$ cat src/rtl/hardwired_sequencer.sv
// ============================================================================
// Module   : hardwired_sequencer
// Purpose  : Timing-state control unit for the 16-bit accumulator CPU.
// Revision : 1.0 - initial release
// ============================================================================
`default_nettype none

module hardwired_sequencer #(
   parameter int DATA_WIDTH = 16,
   parameter int ADDR_WIDTH = 12
) (
   input  logic                  clk,
   input  logic                  reset,
   input  logic                  start,
   input  logic [DATA_WIDTH-1:0] ir,
   input  logic [DATA_WIDTH-1:0] ac,
   input  logic [DATA_WIDTH-1:0] dr,
   output logic [5:0]            ld,
   output logic [5:0]            inc,
   output logic [5:0]            clr,
   output logic [7:0]            x,
   output logic                  mem_read,
   output logic                  mem_write,
   output logic [1:0]            alu_op,
   output logic                  halted,
   output logic [3:0]            sc
);

   localparam int c_AR = 0;
   localparam int c_PC = 1;
   localparam int c_DR = 2;
   localparam int c_AC = 3;
   localparam int c_IR = 4;
   localparam int c_TR = 5;
   localparam logic [5:0] c_RESET_CLR = 6'b001010;

   localparam int c_X_AR  = 1;
   localparam int c_X_PC  = 2;
   localparam int c_X_DR  = 3;
   localparam int c_X_AC  = 4;
   localparam int c_X_IR  = 5;
   localparam int c_X_MEM = 7;

   typedef enum logic [3:0] {
      T0 = 4'd0,
      T1 = 4'd1,
      T2 = 4'd2,
      T3 = 4'd3,
      T4 = 4'd4,
      T5 = 4'd5,
      T6 = 4'd6
   } t_state;

   t_state r_sc, w_sc_next;
   logic   r_i, w_i_next;
   logic   r_s, w_s_next;

   logic [5:0] w_ld, w_inc, w_clr;
   logic [7:0] w_x;
   logic       w_rd, w_wr;
   logic [1:0] w_alu;
   logic [2:0] w_d;
   logic       w_skip;
   logic       w_unused;

   assign w_d      = ir[ADDR_WIDTH+2:ADDR_WIDTH];
   assign w_unused = &{1'b0, ir[ADDR_WIDTH-2:8], ir[6:5], ir[1]};
   // Skip tests look at AC as it stands in T3, before CLA/INC land.
   assign w_skip   = (ir[4] & ~ac[DATA_WIDTH-1]) |
                     (ir[3] &  ac[DATA_WIDTH-1]) |
                     (ir[2] & (ac == '0));

   always_ff @(posedge clk) begin
      if (!reset) begin
         r_sc <= T0;
         r_i  <= 1'b0;
         r_s  <= 1'b1;
      end else if (!r_s) begin
         r_sc <= T0;
         if (start) begin
            r_s <= 1'b1;
         end
      end else begin
         r_sc <= w_sc_next;
         r_i  <= w_i_next;
         r_s  <= w_s_next;
      end
   end

   always_comb begin
      w_ld      = '0;
      w_inc     = '0;
      w_clr     = '0;
      w_x       = '0;
      w_rd      = 1'b0;
      w_wr      = 1'b0;
      w_alu     = 2'b00;
      w_sc_next = T0;
      w_i_next  = r_i;
      w_s_next  = r_s;
      if (r_s) begin
         case (r_sc)
            T0: begin
               w_x[c_X_PC] = 1'b1;
               w_ld[c_AR]  = 1'b1;
               w_sc_next   = T1;
            end
            T1: begin
               w_rd         = 1'b1;
               w_x[c_X_MEM] = 1'b1;
               w_ld[c_IR]   = 1'b1;
               w_inc[c_PC]  = 1'b1;
               w_sc_next    = T2;
            end
            T2: begin
               w_x[c_X_IR] = 1'b1;
               w_ld[c_AR]  = 1'b1;
               w_i_next    = ir[DATA_WIDTH-1];
               w_sc_next   = T3;
            end
            T3: begin
               if (w_d == 3'd7) begin
                  if (!r_i) begin
                     w_clr[c_AC] = ir[11];
                     w_inc[c_AC] = ir[7] & ~ir[11];
                     w_inc[c_PC] = w_skip;
                     if (ir[0]) begin
                        w_s_next = 1'b0;
                     end
                  end
                  w_sc_next = T0;
               end else begin
                  if (r_i) begin
                     w_rd         = 1'b1;
                     w_x[c_X_MEM] = 1'b1;
                     w_ld[c_AR]   = 1'b1;
                  end
                  w_sc_next = T4;
               end
            end
            T4: begin
               case (w_d)
                  3'd0, 3'd1, 3'd2, 3'd6: begin
                     w_rd         = 1'b1;
                     w_x[c_X_MEM] = 1'b1;
                     w_ld[c_DR]   = 1'b1;
                     w_sc_next    = T5;
                  end
                  3'd3: begin
                     w_x[c_X_AC] = 1'b1;
                     w_wr        = 1'b1;
                  end
                  3'd4: begin
                     w_x[c_X_AR] = 1'b1;
                     w_ld[c_PC]  = 1'b1;
                  end
                  3'd5: begin
                     w_x[c_X_PC] = 1'b1;
                     w_wr        = 1'b1;
                     w_inc[c_AR] = 1'b1;
                     w_sc_next   = T5;
                  end
                  default: w_sc_next = T0;
               endcase
            end
            T5: begin
               case (w_d)
                  3'd0: begin
                     w_ld[c_AC] = 1'b1;
                     w_alu      = 2'b01;
                  end
                  3'd1: begin
                     w_ld[c_AC] = 1'b1;
                     w_alu      = 2'b10;
                  end
                  3'd2: begin
                     w_ld[c_AC] = 1'b1;
                     w_alu      = 2'b00;
                  end
                  3'd5: begin
                     w_x[c_X_AR] = 1'b1;
                     w_ld[c_PC]  = 1'b1;
                  end
                  3'd6: begin
                     w_inc[c_DR] = 1'b1;
                     w_sc_next   = T6;
                  end
                  default: w_sc_next = T0;
               endcase
            end
            T6: begin
               if (w_d == 3'd6) begin
                  w_x[c_X_DR] = 1'b1;
                  w_wr        = 1'b1;
                  w_inc[c_PC] = (dr == '0);
               end
            end
            default: w_sc_next = T0;
         endcase
      end
      // TR is never driven by this instruction set but keeps its slot.
      w_ld[c_TR] = 1'b0;
   end

   assign ld        = reset ? w_ld  : '0;
   assign inc       = reset ? w_inc : '0;
   assign clr       = reset ? w_clr : c_RESET_CLR;
   assign x         = reset ? w_x   : '0;
   assign mem_read  = reset & w_rd;
   assign mem_write = reset & w_wr;
   assign alu_op    = reset ? w_alu : 2'b00;
   assign halted    = reset & ~r_s;
   assign sc        = reset ? 4'(r_sc) : 4'd0;

endmodule

`default_nettype wire
$ cat config.mk
export PLATFORM = sky130hd
export DESIGN_NAME = hardwired_sequencer
export DESIGN_NICKNAME = d
export VERILOG_FILES = /design/src/rtl/hardwired_sequencer.sv
export SDC_FILE = /design/constraint.sdc
export NUM_CORES = 1
export LEC_CHECK = 0
export ABC_AREA = 1
export CAP_MARGIN = 20
export CELL_PAD_IN_SITES_DETAIL_PLACEMENT = 0
export CELL_PAD_IN_SITES_GLOBAL_PLACEMENT = 2
export CORE_ASPECT_RATIO = 0.7
export CORE_MARGIN = 8
export CORE_UTILIZATION = 11
export CTS_BUF_LIST = sky130_fd_sc_hd__clkbuf_16
export DETAILED_ROUTE_END_ITERATION = 10
export PLACE_DENSITY = 0.86
export SYNTH_ARGS = -nofsm -noshare
export SYNTH_HDL_FRONTEND = slang
export SYNTH_SLANG_ARGS = --single-unit
$ cat constraint.sdc
create_clock -name clk -period 1.7 [get_ports clk]
set_input_delay 0.34 -clock clk [delete_from_list [all_inputs] [get_ports clk]]
set_output_delay 0.34 -clock clk [all_outputs]
set_load 0.005 [all_outputs]
==> out/qor_table.md, run 1 <==
| Parameter | Value | Unit |
| --- | --- | --- |
| Number of global-route vias before repair | 1341 | - |
| Antenna Diode Count | 0 | - |
| Source of the worst register-to-register timing path | r_sc[1] | - |
| Worst hold-check path type | reg2reg | - |
| VDD IR-drop max | 0.000256 | V |
| Setup violators final | 4 | - |
| Int Power | 0.651 | mW |
| Post-CTS clock slew at the launch and capture registers of the worst setup and hold paths | 0.03 | ns |
| Wire length of the first global-routing pass | 6530 | um |
| Beginning of the worst hold path | r_i | - |
| Violated checks | negative setup slack | - |
| Layer with the highest usage after global routing | met2 | - |
| Area of all placed cells without fillers | 2190 | sq um |
| Remaining antenna violation count | 0 | - |
| Non-filler instance count after layout | 355 | - |
| Routability-driven placement congestion ratio | 0.785 | - |
| Combinational Power Share | 42.6 | % |
| Largest net degree at the start of global routing | 9 | - |
| Met3 Track Usage GR | 3.09 | % |
| Count of yosys warnings during synthesis | 0 | - |
| CTS Root Cell | sky130_fd_sc_hd__clkbuf_16 | - |
| Level count of the clock H-tree | 1 | - |
| Standby leakage power | 1.10 | nW |
| Final Util | 32.6 | % |
| Average instance area after synthesis | 5.40 | sq um |
| Via count | 1317 | - |
| Ratio of final minimum period to clock period | 105 | % |
| P per Cell Area | 415 | nW/um^2 |
| Number of buffers inserted by port buffering | 69 | - |
| Worst Path Class, Setup | reg2out | - |
| Instance count of the mapped netlist | 141 | - |
| Post-placement worst setup slack | -0.972 | ns |
| Switching part of the total power | 28.4 | % |
| Final-layout worst hold slack | 0.634 | ns |
| Vertical extent of the die | 85.6 | um |
| # DRC | 0 | - |
| Register-to-register setup slack | 0.33 | ns |
| Wire length after detailed routing | 4470 | um |
| Overall fraction of global-route tracks in use | 8.19 | % |
| Clock group share of total power | 41.8 | % |
| Worst R2R Path Depth | 9 | - |
| Unrepaired setup endpoints after global routing | true | - |
| R2R Path End | r_sc[1] | - |
| Clock latency of the later-clocked register in the worst-skew pair | 0.23 | ns |
| Post-DP HPWL | 3360 | um |
| Clock Skew | 0.00264 | ns |
| Outcome | complete, but fails checks | - |
| Post-place instance area | 1770 | sq um |
| Post-route setup TNS | -0.230 | ns |
| WHS Path Cells | 3 | - |
| Fmax achieved | 558 | MHz |
| Total gr overflow | 0 | - |
| Met2 track utilization from global routing | 14.3 | % |
| Shortest clock period the worst path allows after layout | 1.79 | ns |
| Row count | 25 | - |
| Synthesized flop and latch total | 5 | - |
| Starting Density | 11.3 | % |
| Worst Path Required | 1.36 | ns |
| Sequential cell fraction of total power | 15.6 | % |
| Met1 GRT Util | 9.30 | % |
| Share of cells above drive strength 1 | 51.0 | % |
| Endpoint class of the critical path | output pin | - |
| Sequential share of the synthesized area | 13.2 | % |
| Max Fanout on Critical Path | 4 | - |
| Startpoint kind of the worst setup timing path | register | - |
| Hold Path End | r_i | - |
| Area of the core region | 6730 | sq um |
| Power dissipated by switching net loads | 0.258 | mW |
| Reported max-cap violation count | 0 | - |
| Number of buffers between clock root and the deepest sink | 2 | - |
| Post-Place Cells | 335 | - |
| Area of the die | 9870 | sq um |
| Final hold violation count | 0 | - |
| Number of ports placed on the die boundary | 86 | - |
| Post-route total power | 0.909 | mW |
| Wire per inst | 12.6 | um |
| Initial antenna violation count | 0 | - |
| Post-layout nets | 317 | - |
| TritonCTS clock tree | built | - |
| 1st-iter DRT viols | 64 | - |
| CTS buffer count | 3 | - |
| Synthesis-to-finish area growth | 188 | % |
| Chip Width | 115 | um |
| Total iterations of the first detailed-routing run | 4 | - |
| Number of slew-limit violations in the final report | 0 | - |
| Mapped cell area | 761 | sq um |
| Drt via density | 3.71 | - |
| Distinct cells, synth | 21 | - |
| Setup slack after layout | -0.0922 | ns |
| Arr. time, crit path | 1.45 | ns |
| Clk sinks | 5 | - |
==> synthesized netlist by cell type <==
cell / n / area [sq um]
sky130_fd_sc_hd__nor3_1: 6 / 30.0
sky130_fd_sc_hd__o211ai_1: 1 / 7.51
sky130_fd_sc_hd__or2_2: 1 / 6.26
sky130_fd_sc_hd__nand4_1: 1 / 6.26
sky130_fd_sc_hd__ha_1: 4 / 50.1
sky130_fd_sc_hd__nor2_1: 35 / 131
sky130_fd_sc_hd__o21ai_0: 5 / 25.0
sky130_fd_sc_hd__nand2_1: 28 / 105
sky130_fd_sc_hd__buf_4: 12 / 90.1
sky130_fd_sc_hd__nand3_1: 8 / 40.0
sky130_fd_sc_hd__nor3_2: 1 / 10.0
sky130_fd_sc_hd__a31oi_1: 1 / 6.26
sky130_fd_sc_hd__a2111oi_0: 1 / 8.76
sky130_fd_sc_hd__buf_2: 2 / 10.0
sky130_fd_sc_hd__mux2i_1: 1 / 10.0
sky130_fd_sc_hd__inv_1: 19 / 71.3
sky130_fd_sc_hd__conb_1: 1 / 3.75
sky130_fd_sc_hd__nor3b_1: 1 / 7.51
sky130_fd_sc_hd__dfxtp_1: 5 / 100
sky130_fd_sc_hd__a21oi_1: 7 / 35.0
sky130_fd_sc_hd__and2_0: 1 / 6.26
==> what timing repair did <==
item / CTS / global route
hold buffers: 0 / 0
setup endpoints to repair: 27 / 21
setup buffers: 12 / 8
pin swaps: 46 / 19
resized for setup: 180 / 54
==> worst max-delay path, stage by stage, from the launching register on <==
cell                      delay, ns
sky130_fd_sc_hd__dfxtp_4       0.37
sky130_fd_sc_hd__buf_6         0.14
sky130_fd_sc_hd__nor3_4        0.21
sky130_fd_sc_hd__inv_2         0.07
sky130_fd_sc_hd__buf_6         0.12
sky130_fd_sc_hd__nand2_1       0.05
sky130_fd_sc_hd__inv_1         0.04
sky130_fd_sc_hd__a21oi_2       0.10
sky130_fd_sc_hd__buf_2         0.13
==> power groups by stage <==
| stage | registers, mW | logic (mW) | clock network, mW |
|---|---|---|---|
| floorplan | 0.134 | 0.0994 | 0 |
| global placement | 0.136 | 0.304 | 0 |
| detailed placement | 0.136 | 0.305 | 0 |
| CTS | 0.140 | 0.320 | 0.384 |
| global route | 0.143 | 0.419 | 0.394 |
| finish | 0.142 | 0.387 | 0.380 |
==> area by class of cell <==
class                   instances  area (sq um)
clock buffers                   3          75.1
multi-input cells             112           797
repair buffers                121          1000
clock inverters                 1          3.75
inverters                      19          83.8
flip-flops and latches          5           113
well taps                      94           118
fillers                       740          4530
==> layout by cell type, fill, tap and decap left out, types with 2 or more instances in the layout <==
cell,instances
sky130_fd_sc_hd__o21ai_2,2
sky130_fd_sc_hd__nor3_1,2
sky130_fd_sc_hd__ha_4,3
sky130_fd_sc_hd__clkdlybuf4s50_1,9
sky130_fd_sc_hd__dlymetal6s2s_1,4
sky130_fd_sc_hd__a21oi_4,2
sky130_fd_sc_hd__a21oi_2,2
sky130_fd_sc_hd__nor3_2,3
sky130_fd_sc_hd__nand2_1,22
sky130_fd_sc_hd__nand2_4,4
sky130_fd_sc_hd__inv_2,6
sky130_fd_sc_hd__nor2_1,24
sky130_fd_sc_hd__a21oi_1,3
sky130_fd_sc_hd__dlygate4sd2_1,32
sky130_fd_sc_hd__nand3_2,2
sky130_fd_sc_hd__inv_4,5
sky130_fd_sc_hd__nand2_2,2
sky130_fd_sc_hd__nor2_2,5
sky130_fd_sc_hd__buf_2,17
sky130_fd_sc_hd__nor3_4,2
sky130_fd_sc_hd__nand3_4,3
sky130_fd_sc_hd__o21ai_0,2
sky130_fd_sc_hd__conb_1,10
sky130_fd_sc_hd__nor2_4,6
sky130_fd_sc_hd__clkbuf_16,3
sky130_fd_sc_hd__dfxtp_4,3
sky130_fd_sc_hd__buf_4,43
sky130_fd_sc_hd__buf_6,14
sky130_fd_sc_hd__inv_1,9
sky130_fd_sc_hd__nand3_1,3
==> registers in the layout, indices dropped and copies added, names as in the netlist <==
name	cells
r_sc	3
r_s	1
r_i	1
==> per-layer routing <==
layer	wire length [um]	up-vias
li1	-	666
met1	1750	594
met2	2170	55
met3	521	2
met4	23	0
met5	0	-
==> worst max-delay path by stage <==
stage               cells after the start     end    start
floorplan                               4    x[2]   ir[13]
global placement                        6    x[2]   ir[13]
detailed placement                      6    x[2]   ir[13]
CTS                                    10  inc[1]  r_sc[0]
global route                            8  inc[1]  r_sc[2]
finish                                  8  inc[1]  r_sc[2]
==> kinds of logic after synthesis <==
family	after synthesis	synth area share (%)
flops	5	13.2
compound gates	15	10.9
simple gates	82	45.1
buf+inv	33	22.5
other cells	1	0.493
fa+ha+maj	4	6.58
mux	1	1.32
Note: power is estimated with default switching activity, not from simulation.
==> inputs of run 2 (changes only) <==
Settings changed: CTS_BUF_LIST sky130_fd_sc_hd__clkbuf_16 to sky130_fd_sc_hd__clkbuf_4 sky130_fd_sc_hd__clkbuf_8.
==> run 2 against run 1 <==
Against the previous run:
- the flow still finishes with violations (negative setup slack)
- critical path depth stayed put
- final cell count is 0.28% lower
- final area is 3.9% lower
- sequential power hardly changed
- largest power group unchanged
==> out/qor_table.md, run 2 (synthesis gave the netlist of run 1 again) <==
| Parameter | Value | Unit |
| --- | --- | --- |
| Largest stage delay on the critical path | 0.36 | ns |
| Most used cell along the critical path | sky130_fd_sc_hd__buf_6 | - |
| Chip Width | 115 | um |
| Cts hold-fix bufs | 0 | - |
| Row count | 25 | - |
| Overall fraction of global-route tracks in use | 8.19 | % |
| Chain of cells forming the critical path | buf_6 -> nor3_2 -> inv_1 -> buf_6 -> nand2_2 -> inv_2 -> a21oi_2 -> buf_2 | - |
| 1st-iter DRT viols | 59 | - |
| Drt via density | 3.69 | - |
| Post-Place Cells | 335 | - |
| Unrepaired setup endpoints after global routing | true | - |
| Area of all placed cells without fillers | 2110 | sq um |
| Post-place instance area | 1770 | sq um |
| Post-placement worst setup slack | -0.972 | ns |
| Level count of the clock H-tree | 1 | - |
| Remaining antenna violation count | 0 | - |
| Flip-flop count of the largest register after layout | 3 | - |
| Reported max-cap violation count | 0 | - |
| Violated checks | negative setup slack | - |
| Number of global-route vias before repair | 1351 | - |
| Number of buffers between clock root and the deepest sink | 2 | - |
| Worst Path Required | 1.36 | ns |
| Routability-driven placement congestion ratio | 0.785 | - |
| Area of the die | 9870 | sq um |
| CTS buffer count | 3 | - |
| Largest net degree at the start of global routing | 9 | - |
| Top library cells by usage in the layout, fill and taps aside | sky130_fd_sc_hd__buf_4 (45), sky130_fd_sc_hd__dlygate4sd2_1 (31), sky130_fd_sc_hd__nor2_1 (25) | - |
| Arr. time, crit path | 1.43 | ns |
| Standby leakage power | 1.06 | nW |
| Post-route total power | 0.745 | mW |
| Endpoint class of the critical path | output pin | - |
| Vertical extent of the die | 85.6 | um |
| Number of slew-limit violations in the final report | 0 | - |
| Worst hold-check path type | reg2reg | - |
| Number of filler instances in the final layout | 742 | - |
| Top register by number of flip-flops | r_sc | - |
| Startpoint kind of the worst setup timing path | register | - |
| Shortest clock period the worst path allows after layout | 1.77 | ns |
| # DRC | 0 | - |
| CTS Root Cell | sky130_fd_sc_hd__clkbuf_8 | - |
| Fmax achieved | 563 | MHz |
| Max Fanout on Critical Path | 4 | - |
| Outcome | complete, but fails checks | - |
| Number of buffers inserted by port buffering | 69 | - |
| Wire length after detailed routing | 4360 | um |
| Initial antenna violation count | 0 | - |
| Final-layout worst hold slack | 0.626 | ns |
| P per Cell Area | 354 | nW/um^2 |
| Top Registers | r_sc x3, r_i x1, r_s x1 | - |
| Wire per inst | 12.3 | um |
| TritonCTS clock tree | built | - |
| Clock Skew | 0.00229 | ns |
| Post-layout nets | 316 | - |
| Clk sinks | 5 | - |
| Post-DP HPWL | 3360 | um |
| Number of ports placed on the die boundary | 86 | - |
| VDD IR-drop max | 0.000202 | V |
| Area of the core region | 6730 | sq um |
| Buf+Inv Stages, Crit Path | 5 | - |
| Antenna Diode Count | 0 | - |
| Standard cell with the maximum stage delay on the critical path | sky130_fd_sc_hd__dfxtp_4 | - |
| Top Family by Delay on Critical Path | buffers and inverters | - |
| Worst Path Class, Setup | reg2out | - |
| Setup slack after layout | -0.0749 | ns |
| Setup violators final | 3 | - |
| Total iterations of the first detailed-routing run | 4 | - |
| Non-filler instance count after layout | 354 | - |
| Total gr overflow | 0 | - |
| Wire length of the first global-routing pass | 6530 | um |
| Ratio of final minimum period to clock period | 104 | % |
| Share of cells above drive strength 1 | 50.8 | % |
| Most common cell after layout, fill and taps aside | sky130_fd_sc_hd__buf_4 | - |
| Final Util | 31.3 | % |
| Via count | 1306 | - |
| Post-CTS clock slew at the launch and capture registers of the worst setup and hold paths | 0.04 | ns |
| Synthesis-to-finish area growth | 177 | % |
| Starting Density | 11.3 | % |
| Final hold violation count | 0 | - |
| Clock latency of the later-clocked register in the worst-skew pair | 0.22 | ns |
| Post-route setup TNS | -0.186 | ns |
-- run 2: cell types whose count changed in the layout (fill, tap and decap cells not counted), sizes merged --
cell	delta
dlygate4sd2	-1
clkbuf	+4
buf	-5
dlymetal6s2s	+1
inv	-1
clkdlybuf4s15	+1
-- run 2: repair_timing --
action                                  4_1_cts  5_1_grt
pin swaps                                    44       22
resized for setup                           170       48
endpoints found under the setup margin       27       22
buffers inserted                             15        4
gates cloned                                  0        0
-- run 2: area by class of cell --
type                            count  area (sq um)  area share (%)
Timing Repair Buffer              120           990            47.0
Multi-Input combinational cell    112           756            35.9
Tap cell                           94           118            5.59
Sequential cell                     5           113            5.35
Inverter                           19          81.3            3.86
Clock buffer                        4          48.8            2.32
-- run 2: power breakdown --
group          internal [mW]  switching, mW  leakage, nW
sequential             0.124         0.0164       0.0424
combinational          0.210          0.154        0.995
clock                  0.177         0.0624       0.0262
-- run 2: layer usage --
layer | routed length (um) | part of all wire, % | global-route usage [%] | vias up
met5 | 0 | 0 | 0 | -
met1 | 1760 | 40 | 9.18 | 581
li1 | - | - | - | 662
met2 | 2080 | 48 | 14.2 | 59
met4 | 31 | 0.71 | 1.66 | 0
met3 | 496 | 11 | 3.37 | 4
-- run 2: worst paths after layout --
| path | from | endpoint | slack (ns) | cells past startpoint |
|---|---|---|---|---|
| hold reg to reg | r_i | r_i | 0.63 | 3 |
| hold / removal | r_i | r_i | 0.63 | 3 |
| setup / recovery | r_sc[2] | inc[1] | -0.07 | 8 |
| setup reg to reg | r_sc[2] | r_sc[1] | 0.38 | 7 |
-- run 2: worst reg2reg max path, cell delays in order, from the launching register on --
cell	delay (ns)
sky130_fd_sc_hd__dfxtp_4	0.36
sky130_fd_sc_hd__buf_6	0.13
sky130_fd_sc_hd__nor3_2	0.17
sky130_fd_sc_hd__inv_1	0.09
sky130_fd_sc_hd__buf_6	0.13
sky130_fd_sc_hd__buf_4	0.12
sky130_fd_sc_hd__buf_4	0.12
sky130_fd_sc_hd__a21oi_1	0.13
==> RTL edit 1: new RTL, flow settings as in run 2 <==
Reset style: asynchronous (`reset`), changed in one clocked block.
--- a/src/rtl/hardwired_sequencer.sv
+++ b/src/rtl/hardwired_sequencer.sv
@@ -70,7 +70,7 @@
                      (ir[3] &  ac[DATA_WIDTH-1]) |
                      (ir[2] & (ac == '0));
 
-   always_ff @(posedge clk) begin
+   always_ff @(posedge clk or negedge reset) begin
       if (!reset) begin
          r_sc <= T0;
          r_i  <= 1'b0;
Formal check against the unedited RTL: no difference found for any inputs over 10 cycles, from zero or initial values and one cycle with reset low; that may be too few to reach the edited logic, so the function may still have changed.
==> RTL edit 1 against run 2 <==
  * The flow still finishes with violations (negative setup slack)
  * Sequential cell count is the same
  * Critical path depth grew 1
  * Wire length shrank 1.1%
  * Synthesized area grew 6.7%
  * Cell area grew 4.2%
  * Setup slack lost 51 ps
  * Global-route usage shrank 0.25 points
  * Utilization shrank 0.94 points
  * Critical path type unchanged
  * Highest routed layer unchanged
Power is not compared: it rests on default switching activity, and its combinational part moved more than twofold at a synthesized area within 25%.
==> RTL edit 1: results (changes against run 2) <==
Clock tree
  • Resize count post-CTS: 144 (-15%)

Cells and area
  • Number of filler cells placed in the layout: 786 (+5.9%)
  • Fraction of standard cell area in multi-input logic: 34.0% (-1.9 points)
  • Multi-input logic cell count: 111 (-0.89%)
  • Non-clk buf share: 48.6% (+1.6 points)
  • Post-Layout Cell Count: 364 (+2.8%)

Global routing
  • GR Util met3: 2.06% (-1.3 points)
  • Met2 Track Usage GR: 15.8% (+1.6 points)

Timing
  • Final setup viols: 19 (+16)
  • Setup WS post-layout: -126 ps (-51.0 ps)

Place
  • HPWL after DPL: 3370 µm (+0.36%)

Detailed routing
  • Met3 Routed Length: 229 µm (-54%)
  • DR WL met2: 2270 µm (+9.3%)
  • Vias/cell: 3.55 (-3.7%)
  • Wl on met1: 1790 µm (+2.1%)

Setup path
  • Crit path max fanout: 3 (-1)
  • Crit path DAT: 1490 ps (+60 ps)
  • FF-to-FF End: r_sc[1]

Logic synthesis
  • Post-synth top cells: 37 x nor2_1, 27 x nand2_1, 18 x inv_1
  • Post-synth ARST share: 100% (+100 points)
  • Adder-Cell Fraction of Synth Area: 6.16% (-0.42 points)
  • Synth unique cells: 28 (+33%)
  • Compound-gate portion of the synthesized area: 9.86% (-0.99 points)

Status
  • Status: finished, violations left
  • Failing checks: negative setup slack
## RTL edit 1: cell types whose count changed in the layout (fill, tap and decap cells not counted), moves of 4 or more
cell / change
clkdlybuf4s50_1: +29
dlygate4sd2_1: -24
buf_2: +5
dlymetal6s2s_1: -5
inv_2: +4
nor2_4: +4
nor3_2: -4
## RTL edit 1: per-stage QoR
| step | power [µW] | TNS [ps] | cell area, µm² | utilization, % | hold slack, ps |
|---|---|---|---|---|---|
| 6_report | 1850 | -1430 | 2190 | 30.4 | 306 |
| 5_1_grt | 1980 | -2990 | 2190 | 30.4 | 311 |
| 4_1_cts | 1660 | -1370 | 2050 | 28.4 | 287 |
| 3_3_place_gp | 1090 | -15590 | 1830 | 25.4 | 591 |
| 2_1_floorplan | 542 | 0 | 846 | - | 44.4 |
| 3_5_place_dp | 1100 | -16360 | 1830 | 25.4 | 612 |
## RTL edit 1: tightest hold or removal path, delay by kind of cell
kind | cells | cell delay [ps]
buffers and inverters | 3 | 500
==> RTL edit 2: new RTL, settings of run 2 <==
Made on the original files. `ADDR_WIDTH`: 12 -> 11.
--- a/src/rtl/hardwired_sequencer.sv
+++ b/src/rtl/hardwired_sequencer.sv
@@ -7,7 +7,7 @@
 
 module hardwired_sequencer #(
    parameter int DATA_WIDTH = 16,
-   parameter int ADDR_WIDTH = 12
+   parameter int ADDR_WIDTH = 11
 ) (
    input  logic                  clk,
    input  logic                  reset,
Function: changed (Yosys sat finds a counterexample within 4 cycles, from zero or initial values and one cycle with reset low).
==> RTL edit 2 against run 2 <==
  * Synthesized cell count up 7.1%
  * Wire length increased by 0.25%
  * Critical path depth unchanged
  * Count of clock-buffer cells in the layout is the same
  * Setup slack improved by 7.5 ps
  * Synthesized area up 13%
  * Sequential cell count unchanged
  * Cell area is 2.8% higher
  * Critical path type unchanged
  * Largest power group unchanged
  * Fmax grew 0.42%
  * Critical endpoint is now mem_write
  * Total power rose by 20%
  * Die area is 11% higher
  * Largest cell class unchanged
  * The flow still finishes with violations (negative setup slack)
==> RTL edit 2: results (changes against run 2) <==
Cells and area
  • Reg area: 111 µm² (-1.1%)
  • Final #Nets: 319 (+0.95%)
  • Number of filler cells placed in the layout: 857 (+15%)
  • Largest regs: r_sc: 3 flops, r_i: 1 flops, r_s: 1 flops
  • # diodes: 0 (unchanged)
  • Layout cells sized above 1: 48.3% (-2.5 points)

Clock tree
  • Skew-Pair Late Insertion Delay: 230 ps
  • TritonCTS buffer count: 3 (unchanged)
  • Max clock buf depth: 2 (unchanged)
  • Clock-pin slew on the worst setup and hold paths: 40 ps (about the same)
  • H-tree lvl count: 1 (unchanged)
  • Root Buffer: clkbuf_8

Place
  • DP Cell Count: 349 (+4.2%)
  • Post-Place Setup Slack: -883 ps (+89.3 ps)
  • DP Area: 0.00185 mm² (+4.4%)
  • Routability cong.: 0.785 (about the same)
  • IO buf count: 68 (-1.4%)
  • HPWL after DPL: 3540 µm (+5.3%)

Status
  • Status: finished, violations left
  • Failing checks: negative setup slack

Logic synthesis
  • Post-synth top cells: 32 x nand2_1, 29 x nor2_1, 21 x inv_1
  • Prevailing post-synth register cell: dfxtp_1
  • Synth warnings: 0 (unchanged)
  • Synth top area cells: nand2_1 14%, nor2_1 13%, dfxtp_1 12%
  • Post-synth ARST share: 0% (unchanged)
  • Synthesized instance count: 151 (+7.1%)
  • Synth unique cells: 27 (+29%)
  • Sequential fraction of the synthesis area: 11.6% (-1.6 points)

Setup path
  • CP top delay family: buffers and inverters
  • Slowest cell on crit path: dfxtp_4
  • Critical Path Max Stage Delay: 360 ps (about the same)
  • Crit path DAT: 1430 ps (about the same)
  • Crit path max fanout: 5 (+1)

Timing
  • Skew final: 4.66 ps (+2.37 ps)
  • Fin Setup TNS: -248 ps (-62.1 ps)
  • Final setup viols: 7 (+4)
  • Setup WS post-layout: -67.5 ps (+7.46 ps)

Global routing
  • Pin count of the biggest net entering global routing: 8 (-1)
  • Vias in the first global route: 1362 (+0.81%)
  • GRT Total Usage: 7.27% (-0.92 points)
  • Antenna violations before repair: 0 (unchanged)
  • First-pass GRT wire length: 6550 µm (+0.21%)

Detailed routing
  • DRT Pass-1 Iters: 4 (unchanged)
  • Post-route ant nets: 0 (unchanged)
  • Vias/cell: 3.59 (-2.8%)
  • Total Routed Length: 4370 µm (+0.25%)
  • Wire length per cell: 12.0 µm (-2.5%)
  • First DRT Iteration DRCs: 51 (-14%)

Pwr
  • Clock power frac: 27.0% (-5.2 points)
  • IR drop worst, VDD: 0.289 mV (+43%)
  • Logic gate share of total power: 54.3% (+5.4 points)
  • Int Power: 578 µW (+13%)
  • Leakage: 0.00127 µW (+19%)
  • Net Sw Frac: 35.5% (+4.3 points)

Hold path
  • Worst Hold Class: reg -> reg
RTL edit 2: cell types whose count changed in the layout (fill, tap and decap cells not counted), moves of 4 or more:
cell,run 2,this run
nor3_4,1,5
nor3_2,5,0
buf_6,10,5
clkdlybuf4s50_1,9,13
nand2_1,21,26
nor2_1,25,19
dlymetal6s2s_1,5,29
dlygate4sd2_1,31,3
nand2_2,3,7
inv_1,9,14
buf_4,45,41
RTL edit 2: layout make-up:
type                       instances  area share, %
sequential                         5           5.14
timing repair buffer             112           45.9
multi-input combinational        115           35.7
inverter                          27           5.14
clock buffer                       4           2.25
tap                              101           5.84
RTL edit 2: final timing paths:
| kind | startpoint | to | slack (ps) | depth (start not counted) |
|---|---|---|---|---|
| min reg2reg | r_s | r_i | 640 | 3 |
| min | r_s | r_i | 640 | 3 |
| max | r_sc[1] | mem_write | -70 | 8 |
| max reg2reg | r_sc[1] | r_sc[1] | 390 | 10 |
RTL edit 2: routing by layer:
metal / vias up / routed length, µm / track usage (%)
met4: 0 / 0 / 0.614
met1: 575 / 2060 / 9.31
li1: 669 / - / -
met2: 61 / 1880 / 11.4
met3: 0 / 435 / 3.12
met5: - / 0 / 0
RTL edit 2: logic make-up after synthesis:
| family | after synthesis | share of synthesized area, % |
|---|---|---|
| and+or+nand+nor | 88 | 48.4 |
| other | 1 | 0.434 |
| adders and majority gates | 4 | 5.80 |
| buffers and inverters | 40 | 23.5 |
| muxes | 1 | 1.16 |
| DFF | 5 | 11.6 |
| AOI/OAI and AO/OA | 12 | 9.13 |
RTL edit 2: what timing repair did:
| action | in CTS | in global routing |
|---|---|---|
| setup buffers | 12 | 2 |
| endpoints found under the setup margin | 27 | 22 |
| resized for setup | 110 | 79 |
| pin swaps | 18 | 48 |
